[config.mk]
export PLATFORM = sky130hd
export DESIGN_NAME = monitor_output_collector
export DESIGN_NICKNAME = d
export VERILOG_FILES = /design/src/rtl/monitor_output_collector.sv
export SDC_FILE = /design/constraint.sdc
export NUM_CORES = 2
export LEC_CHECK = 0
export ABC_CLOCK_PERIOD_IN_PS = 39900
export BUFFER_PORTS_ARGS = -buffer_cell sky130_fd_sc_hd__buf_2
export CORE_ASPECT_RATIO = 2
export CORE_MARGIN = 5
export CORE_UTILIZATION = 30
export DETAILED_ROUTE_END_ITERATION = 16
export SYNTH_ARGS = -nofsm -noshare
export SYNTH_HDL_FRONTEND = slang
export SYNTH_SLANG_ARGS = --single-unit
[constraint.sdc]
create_clock -name clk -period 39.9 [get_ports clk]
set_clock_uncertainty 0.1 [all_clocks]
set_input_delay 5.985 -clock clk [delete_from_list [all_inputs] [get_ports clk]]
set_output_delay 5.985 -clock clk [all_outputs]
set_load 0.01 [all_outputs]
[src/rtl/monitor_output_collector.sv]
// Captures timestamped frames of active monitor outputs into a FIFO and
// serialises them as one valid/ready record per active stream.
module monitor_output_collector #(
    parameter int NUM_OUTPUTS = 2,
    parameter int DATA_W      = 64,
    parameter int TS_W        = 32,
    parameter int DEPTH       = 8,
    localparam int IW = (NUM_OUTPUTS > 1) ? $clog2(NUM_OUTPUTS) : 1,
    localparam int AW = $clog2(DEPTH),
    localparam int LW = AW + 1
) (
    input  logic                          clk,
    input  logic                          rst,
    input  logic                          en,
    input  logic [NUM_OUTPUTS*DATA_W-1:0] out_data,
    input  logic [NUM_OUTPUTS-1:0]        out_aktv,
    output logic                          m_valid,
    input  logic                          m_ready,
    output logic [IW-1:0]                 m_index,
    output logic [DATA_W-1:0]             m_data,
    output logic [TS_W-1:0]               m_ts,
    output logic [LW-1:0]                 fifo_level,
    output logic                          overflow,
    output logic [15:0]                   drop_count
);

    typedef enum logic [0:0] {IDLE = 1'b0, EMIT = 1'b1} state_t;

    logic [TS_W-1:0]               ts_mem_r   [DEPTH];
    logic [NUM_OUTPUTS-1:0]        mask_mem_r [DEPTH];
    logic [NUM_OUTPUTS*DATA_W-1:0] data_mem_r [DEPTH];
    logic [AW-1:0]                 wr_ptr_r;
    logic [AW-1:0]                 rd_ptr_r;
    logic [LW-1:0]                 count_r;
    logic [TS_W-1:0]               ts_r;
    logic                          overflow_r;
    logic [15:0]                   drop_count_r;
    state_t                        state_r;
    logic [TS_W-1:0]               wts_r;
    logic [NUM_OUTPUTS-1:0]        wmask_r;
    logic [NUM_OUTPUTS*DATA_W-1:0] wdata_r;
    logic                          m_valid_r;
    logic [IW-1:0]                 m_index_r;
    logic [DATA_W-1:0]             m_data_r;
    logic [TS_W-1:0]               m_ts_r;

    logic                          capture_s;
    logic                          full_s;
    logic                          push_s;
    logic                          drop_s;
    logic                          pop_s;
    logic [NUM_OUTPUTS-1:0]        mask_rest_s;

    function automatic logic [IW-1:0] lowest_idx(input logic [NUM_OUTPUTS-1:0] mask);
        logic [IW-1:0] idx;
        idx = {IW{1'b0}};
        for (int i = NUM_OUTPUTS - 1; i >= 0; i--) begin
            if (mask[i]) idx = IW'(i);
        end
        return idx;
    endfunction

    function automatic logic [DATA_W-1:0] stream_slice(input logic [NUM_OUTPUTS*DATA_W-1:0] d,
                                                       input logic [IW-1:0] idx);
        logic [DATA_W-1:0] r;
        r = {DATA_W{1'b0}};
        for (int i = 0; i < NUM_OUTPUTS; i++) begin
            if (IW'(i) == idx) r = d[i*DATA_W +: DATA_W];
        end
        return r;
    endfunction

    // Capture/pop decisions; fullness is judged before any same-edge pop.
    always_comb begin
        capture_s = en && (|out_aktv);
        full_s    = (count_r == LW'(DEPTH));
        push_s    = capture_s && !full_s;
        drop_s    = capture_s && full_s;
        pop_s     = (state_r == IDLE) && (count_r != {LW{1'b0}});
        for (int i = 0; i < NUM_OUTPUTS; i++) begin
            mask_rest_s[i] = wmask_r[i] && (IW'(i) != m_index_r);
        end
    end

    // Frame storage (no reset needed: contents are only read behind count_r).
    always_ff @(posedge clk) begin
        if (push_s) begin
            ts_mem_r[wr_ptr_r]   <= ts_r;
            mask_mem_r[wr_ptr_r] <= out_aktv;
            data_mem_r[wr_ptr_r] <= out_data;
        end
    end

    // FIFO pointers, occupancy, timestamp and drop accounting.
    always_ff @(posedge clk or negedge rst) begin
        if (!rst) begin
            wr_ptr_r     <= {AW{1'b0}};
            rd_ptr_r     <= {AW{1'b0}};
            count_r      <= {LW{1'b0}};
            ts_r         <= {TS_W{1'b0}};
            overflow_r   <= 1'b0;
            drop_count_r <= 16'd0;
        end else begin
            if (en) ts_r <= ts_r + {{(TS_W-1){1'b0}}, 1'b1};
            if (push_s) wr_ptr_r <= wr_ptr_r + {{(AW-1){1'b0}}, 1'b1};
            if (pop_s)  rd_ptr_r <= rd_ptr_r + {{(AW-1){1'b0}}, 1'b1};
            case ({push_s, pop_s})
                2'b10:   count_r <= count_r + {{(LW-1){1'b0}}, 1'b1};
                2'b01:   count_r <= count_r - {{(LW-1){1'b0}}, 1'b1};
                default: count_r <= count_r;
            endcase
            if (drop_s) begin
                overflow_r <= 1'b1;
                if (drop_count_r != 16'hFFFF) drop_count_r <= drop_count_r + 16'd1;
            end
        end
    end

    // Serialiser: load a frame in IDLE, present one record per set mask bit in EMIT.
    always_ff @(posedge clk or negedge rst) begin
        if (!rst) begin
            state_r   <= IDLE;
            wts_r     <= {TS_W{1'b0}};
            wmask_r   <= {NUM_OUTPUTS{1'b0}};
            wdata_r   <= {(NUM_OUTPUTS*DATA_W){1'b0}};
            m_valid_r <= 1'b0;
            m_index_r <= {IW{1'b0}};
            m_data_r  <= {DATA_W{1'b0}};
            m_ts_r    <= {TS_W{1'b0}};
        end else begin
            case (state_r)
                IDLE: begin
                    m_valid_r <= 1'b0;
                    if (pop_s) begin
                        wts_r   <= ts_mem_r[rd_ptr_r];
                        wmask_r <= mask_mem_r[rd_ptr_r];
                        wdata_r <= data_mem_r[rd_ptr_r];
                        state_r <= EMIT;
                    end
                end
                EMIT: begin
                    if (!m_valid_r) begin
                        m_valid_r <= 1'b1;
                        m_index_r <= lowest_idx(wmask_r);
                        m_data_r  <= stream_slice(wdata_r, lowest_idx(wmask_r));
                        m_ts_r    <= wts_r;
                    end else if (m_ready) begin
                        wmask_r <= mask_rest_s;
                        if (mask_rest_s == {NUM_OUTPUTS{1'b0}}) begin
                            m_valid_r <= 1'b0;
                            state_r   <= IDLE;
                        end else begin
                            m_index_r <= lowest_idx(mask_rest_s);
                            m_data_r  <= stream_slice(wdata_r, lowest_idx(mask_rest_s));
                        end
                    end
                end
                default: begin
                    m_valid_r <= 1'b0;
                    state_r   <= IDLE;
                end
            endcase
        end
    end

    assign m_valid    = m_valid_r;
    assign m_index    = m_index_r;
    assign m_data     = m_data_r;
    assign m_ts       = m_ts_r;
    assign fifo_level = count_r;
    assign overflow   = overflow_r;
    assign drop_count = drop_count_r;

endmodule

Word-level counts from Yosys, hierarchy flattened

Memories as Yosys holds them, arrays and structs flattened. A register that Yosys moved wholly into a read port is not among the register bits.
Cells that the tools add are included.

Add/sub/neg operators: 6
Reduce and logical (&&, ||, !) cells: 18
Multiplexer cells: 29
Eq/ne operators: 9
Bitwise gates (word level): 3

Operators by type and width:

| cell                                                  | number |
|---|---|
| two-way mux 64 bit                                    | 5 |
| adder 32 x 1 -> 32 bit, second input constant         | 1 |
| two-way mux 1 bit                                     | 17 |
| adder 16 x 1 -> 16 bit, second input constant         | 1 |
| inequality test 16 bit, second input constant         | 1 |
| inequality test 2 bit, second input constant          | 4 |
| one-hot mux 4 bit (2 select lines)                    | 1 |
| adder 3 x 1 -> 3 bit, second input constant           | 2 |
| logical AND 1 bit                                     | 6 |
| two-way mux 2 bit                                     | 3 |
| AND reduction 2 bit                                   | 3 |
| AND reduction 3 bit                                   | 2 |
| adder 4 x 1 -> 4 bit, second input constant           | 1 |
| equality test 4 bit, second input constant            | 1 |
| one-hot mux 1 bit (2 select lines)                    | 2 |
| one-hot mux 2 bit (2 select lines)                    | 1 |
| nonzero test 4 bit                                    | 1 |
| subtractor 4 x 1 -> 4 bit, second input constant      | 1 |
| zero test 1 bit                                       | 3 |
| NOT 1 bit                                             | 3 |
| equality test 2 x 1 -> 1 bit, second input constant   | 1 |
| equality test 2 bit, second input constant            | 1 |
| zero test 2 bit                                       | 1 |
| inequality test 2 x 1 -> 1 bit, second input constant | 1 |
| other kinds (2)                                       | 2 |

Memories: 3
Word-level logic and storage cells: 80
Bits in writable memories: 1296
Output and inout bits: 119
Input bits: 134
Bits in registers: 160

Memory list:

| memory     | words | width | rd ports | clocked after Yosys merged registers in | wr ports | line | text |
|---|---|---|---|---|---|---|---|
| data_mem_r | 8     | 128   | 1        | 1                                       | 1        | 31   | `logic [NUM_OUTPUTS*DATA_W-1:0] data_mem_r [DEPTH];` |
| ts_mem_r   | 8     | 32    | 1        | 1                                       | 1        | 29   | `logic [TS_W-1:0] ts_mem_r [DEPTH];` |
| mask_mem_r | 8     | 2     | 1        | 0                                       | 1        | 30   | `logic [NUM_OUTPUTS-1:0] mask_mem_r [DEPTH];` |

Logic depth before layout (Yosys ltp)

Word-level depth: 12
Gate-level depth with buffers: 12
Mapped depth without buffers: 10

Worst setup path after synthesis

No wires, ideal clock.

Path kind: input -> register
Start: input en
End: memory data_mem_r[0][0] (netlist bit) (enable)
Setup slack: 21.125 ns
Stages on the path: 5
Library setup time: 0.882 ns
Data required time: 38.918 ns
Buffers on the path: 1
Arrival: 17.793 ns
Cell sequence: clkbuf_1 > o21ai_0 > nor2b_1 > nand2b_1 > nor3_1

Longest elaborated chain between the ends: 4

RTL lines:

| what                                    | line | text |
|---|---|---|
| start, declared                         | 14   | `input logic en,` |
| logical AND 1 bit                       | 75   | `capture_s = en && (\|out_aktv);` |
| logical AND 1 bit                       | 77   | `push_s = capture_s && !full_s;` |
| two-way mux 1 bit                       | 87   | `if (push_s) begin` |
| two-way mux 1 bit (not written as such) | 90   | `data_mem_r[wr_ptr_r] <= out_data;` |
| end, declared                           | 31   |  |

No other way between the ends.

Worst setup path after layout

Start: input en
End: memory data_mem_r[7][5] (netlist bit) (enable)

Same word-level chain as after synthesis.

==> results.ini <==
[status]
status=finished clean

[timing]
finalHoldViolCount=0
drv_slew=0
finalSetupTns_ns=0
finalSetupViolCount=0
worst_slack_ns=30.27
fmax_ghz=0.104
worst_pin_slew_ns=1.40
post-route-period-util_pct=24.1
rsz0062_at_grt=no
slew-limit-headroom_pct=6.93
fin_crit_ns=9.63

[placed_design]
io_buffers=252
pre_cts_slack_ns=29.37
hpwl_um=93200
globalplace.congestion=0.734

[critical_path]
critPathRequiredTime_ns=40.20
cp-end-kind=register
cp_max_fo=52
cpPeakStageDelay_ns=0.87
setup.worst_path.start_class=input port
r2r_start=rd_ptr_r[0]$_DFFE_PN0P_
crit_path_frequent_cell=buf_4
cp.arrival_ns=9.93
ff2ff_path_depth=7
r2r_end=wdata_r[119]$_DFFE_PN0P_
slowest_stage=buf_4
critPathKind=input port to register
rrSetupSlack_ns=34.33
crit_chain=buf_2, o21ai_1, nor2b_1, nand2_1, nor2_4, buf_4, buf_4

[route]
drt_iter0_drc=2346
vias=28900
routed_wl_um=152000
drc=0
drt-pass1-iter-count=5
drt.antenna.violating_nets=0
wire_per_inst_um=24.7
drt-vias-per-instance=4.70

[clock_network]
postCtsSetupBuffers=0
clk_latency_ns=0.79
path_clk_slew_ns=0.06
cts_tree=yes
htree_levels=4
clock_tree.root_cell=clkbuf_16
cts_resized=0
numCtsBuffers=152
holdBufCountCts=0
clock-sinks=1616
cts_max_path_buffers=3

[synthesis]
synth_common_cells=edfxtp_1, mux4_2, dfrtp_1
synth_flop_cell=edfxtp_1
synth-async-reset-ratio_pct=19.8
netlist-cell-type-count=41
yosysSeqAreaShare_pct=76.7
synth_area_per_cell_sq_um=20.7
synth_warnings=0
synth-seq-cells=1616
netlist_top_cells_area=edfxtp_1, dfrtp_1, mux4_2, mux2_2, mux2i_1
synth_nets=3094
yosysMostFrequentCell=edfxtp_1
synthCells=2953
post-synth-top-area-cell=edfxtp_1
synth_top_area_share_pct=63.6
syn_area_sq_um=61200
synth_edf_count=1296

[floorplan]
row_count=234
ios=253
initial_utilization_pct=30.1
die_w_um=329
fp.dieArea_sq_um=214000
coreArea_sq_um=203000
die_h_um=649

[worst_hold_path]
holdPathStages=1
min_to=overflow$_DFFE_PN0P_
hold_start=overflow$_DFFE_PN0P_
min_path_type=register to register

[grt]
grt_max_degree=127
grt-ovfl-total=0
grt_pass1_wl_um=220000
antenna_found_initial=100
grtUsageTotal_pct=14.1
grt_pass1_vias=30300

[power]
p_leak_uw=0.0242
ir_drop_v=0.0000691
power_density_nw_per_um2=72.7

[run]
drv_cap=0

[layout]
nets=3392
areaGrowthSynthToFinish_pct=15.5
drive_gt1_share_pct=30.7

metrics by stage:
stage | hold slack [ns] | cell area [sq um] | cells | power, uW | utilization [%]
3_5_place_dp | 0.357 | 65700 | 5811 | 3810 | 32.3
4_1_cts | 0.375 | 70500 | 6094 | 5230 | 34.7
2_1_floorplan | 0.344 | 61200 | 2953 | 3300 | -
5_1_grt | 0.391 | 70600 | 6125 | 5400 | 34.8
6_report | 0.366 | 70700 | 6145 | 5130 | 34.8
3_3_place_gp | 0.345 | 65700 | 5811 | 3790 | 32.3
layout by cell type (no fill, tap or decap), types with 7 or more instances in the layout:
cell type and instances:
buf_2 251, buf_4 37, bufinv_16 7, clkbuf_1 29
clkbuf_16 153, clkbuf_8 9, clkinv_1 25, clkinv_2 35
clkinvlp_4 7, dfrtp_1 317, diode_2 51, edfxtp_1 1296
ha_1 7, inv_6 7, mux2_2 165, mux2i_1 164
mux4_2 324, nand2_1 186, nand3_1 13, nand4_1 19
nor2_1 11, nor3_1 9, o21ai_0 162, xnor2_1 28
xor2_1 26
worst max-delay path by stage:
stage               startpoint                           to  cells past startpoint
finish                      en   data_mem_r[7][5]$_DFFE_PP_                      7
global route                en   data_mem_r[7][5]$_DFFE_PP_                      7
CTS                         en  data_mem_r[7][72]$_DFFE_PP_                      7
detailed placement          en  data_mem_r[7][41]$_DFFE_PP_                      7
global placement            en   data_mem_r[7][4]$_DFFE_PP_                      7
floorplan                   en   data_mem_r[0][0]$_DFFE_PP_                      5
report_power, final:
group | switching (uW) | total [uW] | leakage (uW) | internal [uW]
Sequential | 168 | 2310 | 0.0157 | 2140
Combinational | 781 | 1420 | 0.00610 | 635
Clock | 633 | 1410 | 0.00238 | 776
Total | 1580 | 5130 | 0.0242 | 3550
cells by family (layout without fill, tap and decap cells):
group | after synthesis | in the layout | synth area share, %
other cells | 0 | 51 | 0
flops | 1616 | 1616 | 76.7
xor+xnor | 54 | 54 | 0.773
mux | 653 | 653 | 17.6
compound gates | 173 | 173 | 1.44
buf+inv | 156 | 583 | 1.07
simple gates | 294 | 294 | 2.23
fa+ha+maj | 7 | 7 | 0.143
final cells by class:
| class | instances | area [sq um] |
|---|---|---|
| antenna | 51 | 128 |
| clock buffer | 191 | 4060 |
| clock inverter | 92 | 778 |
| fill | 19100 | 133000 |
| inverter | 5 | 18.8 |
| multi-input combinational | 1181 | 13700 |
| sequential | 1616 | 46900 |
| tap | 2714 | 3400 |
| timing repair buffer | 295 | 1670 |
metal layers:
metal	up-vias	GRT usage (%)	wire length, um
met4	36	4.89	4840
met3	306	3.20	9840
met5	-	0	231
met2	785	24.8	80000
met1	15200	17.0	56900
li1	12500	-	-
registers in the layout (all words and copies together), names as in the netlist, 16 cells and up:
| register | flops |
|---|---|
| ts_r | 32 |
| data_mem_r | 1024 |
| mask_mem_r | 16 |
| wts_r | 32 |
| m_data | 64 |
| m_ts | 32 |
| ts_mem_r | 256 |
| drop_count | 16 |
| wdata_r | 128 |
critical path, delay by kind of cell:
kind / cells / cell delay, ns
buf+inv: 3 / 1.74
simple gates: 3 / 1.68
compound gates: 1 / 0.41
Note: power is estimated with default switching activity, not from simulation.
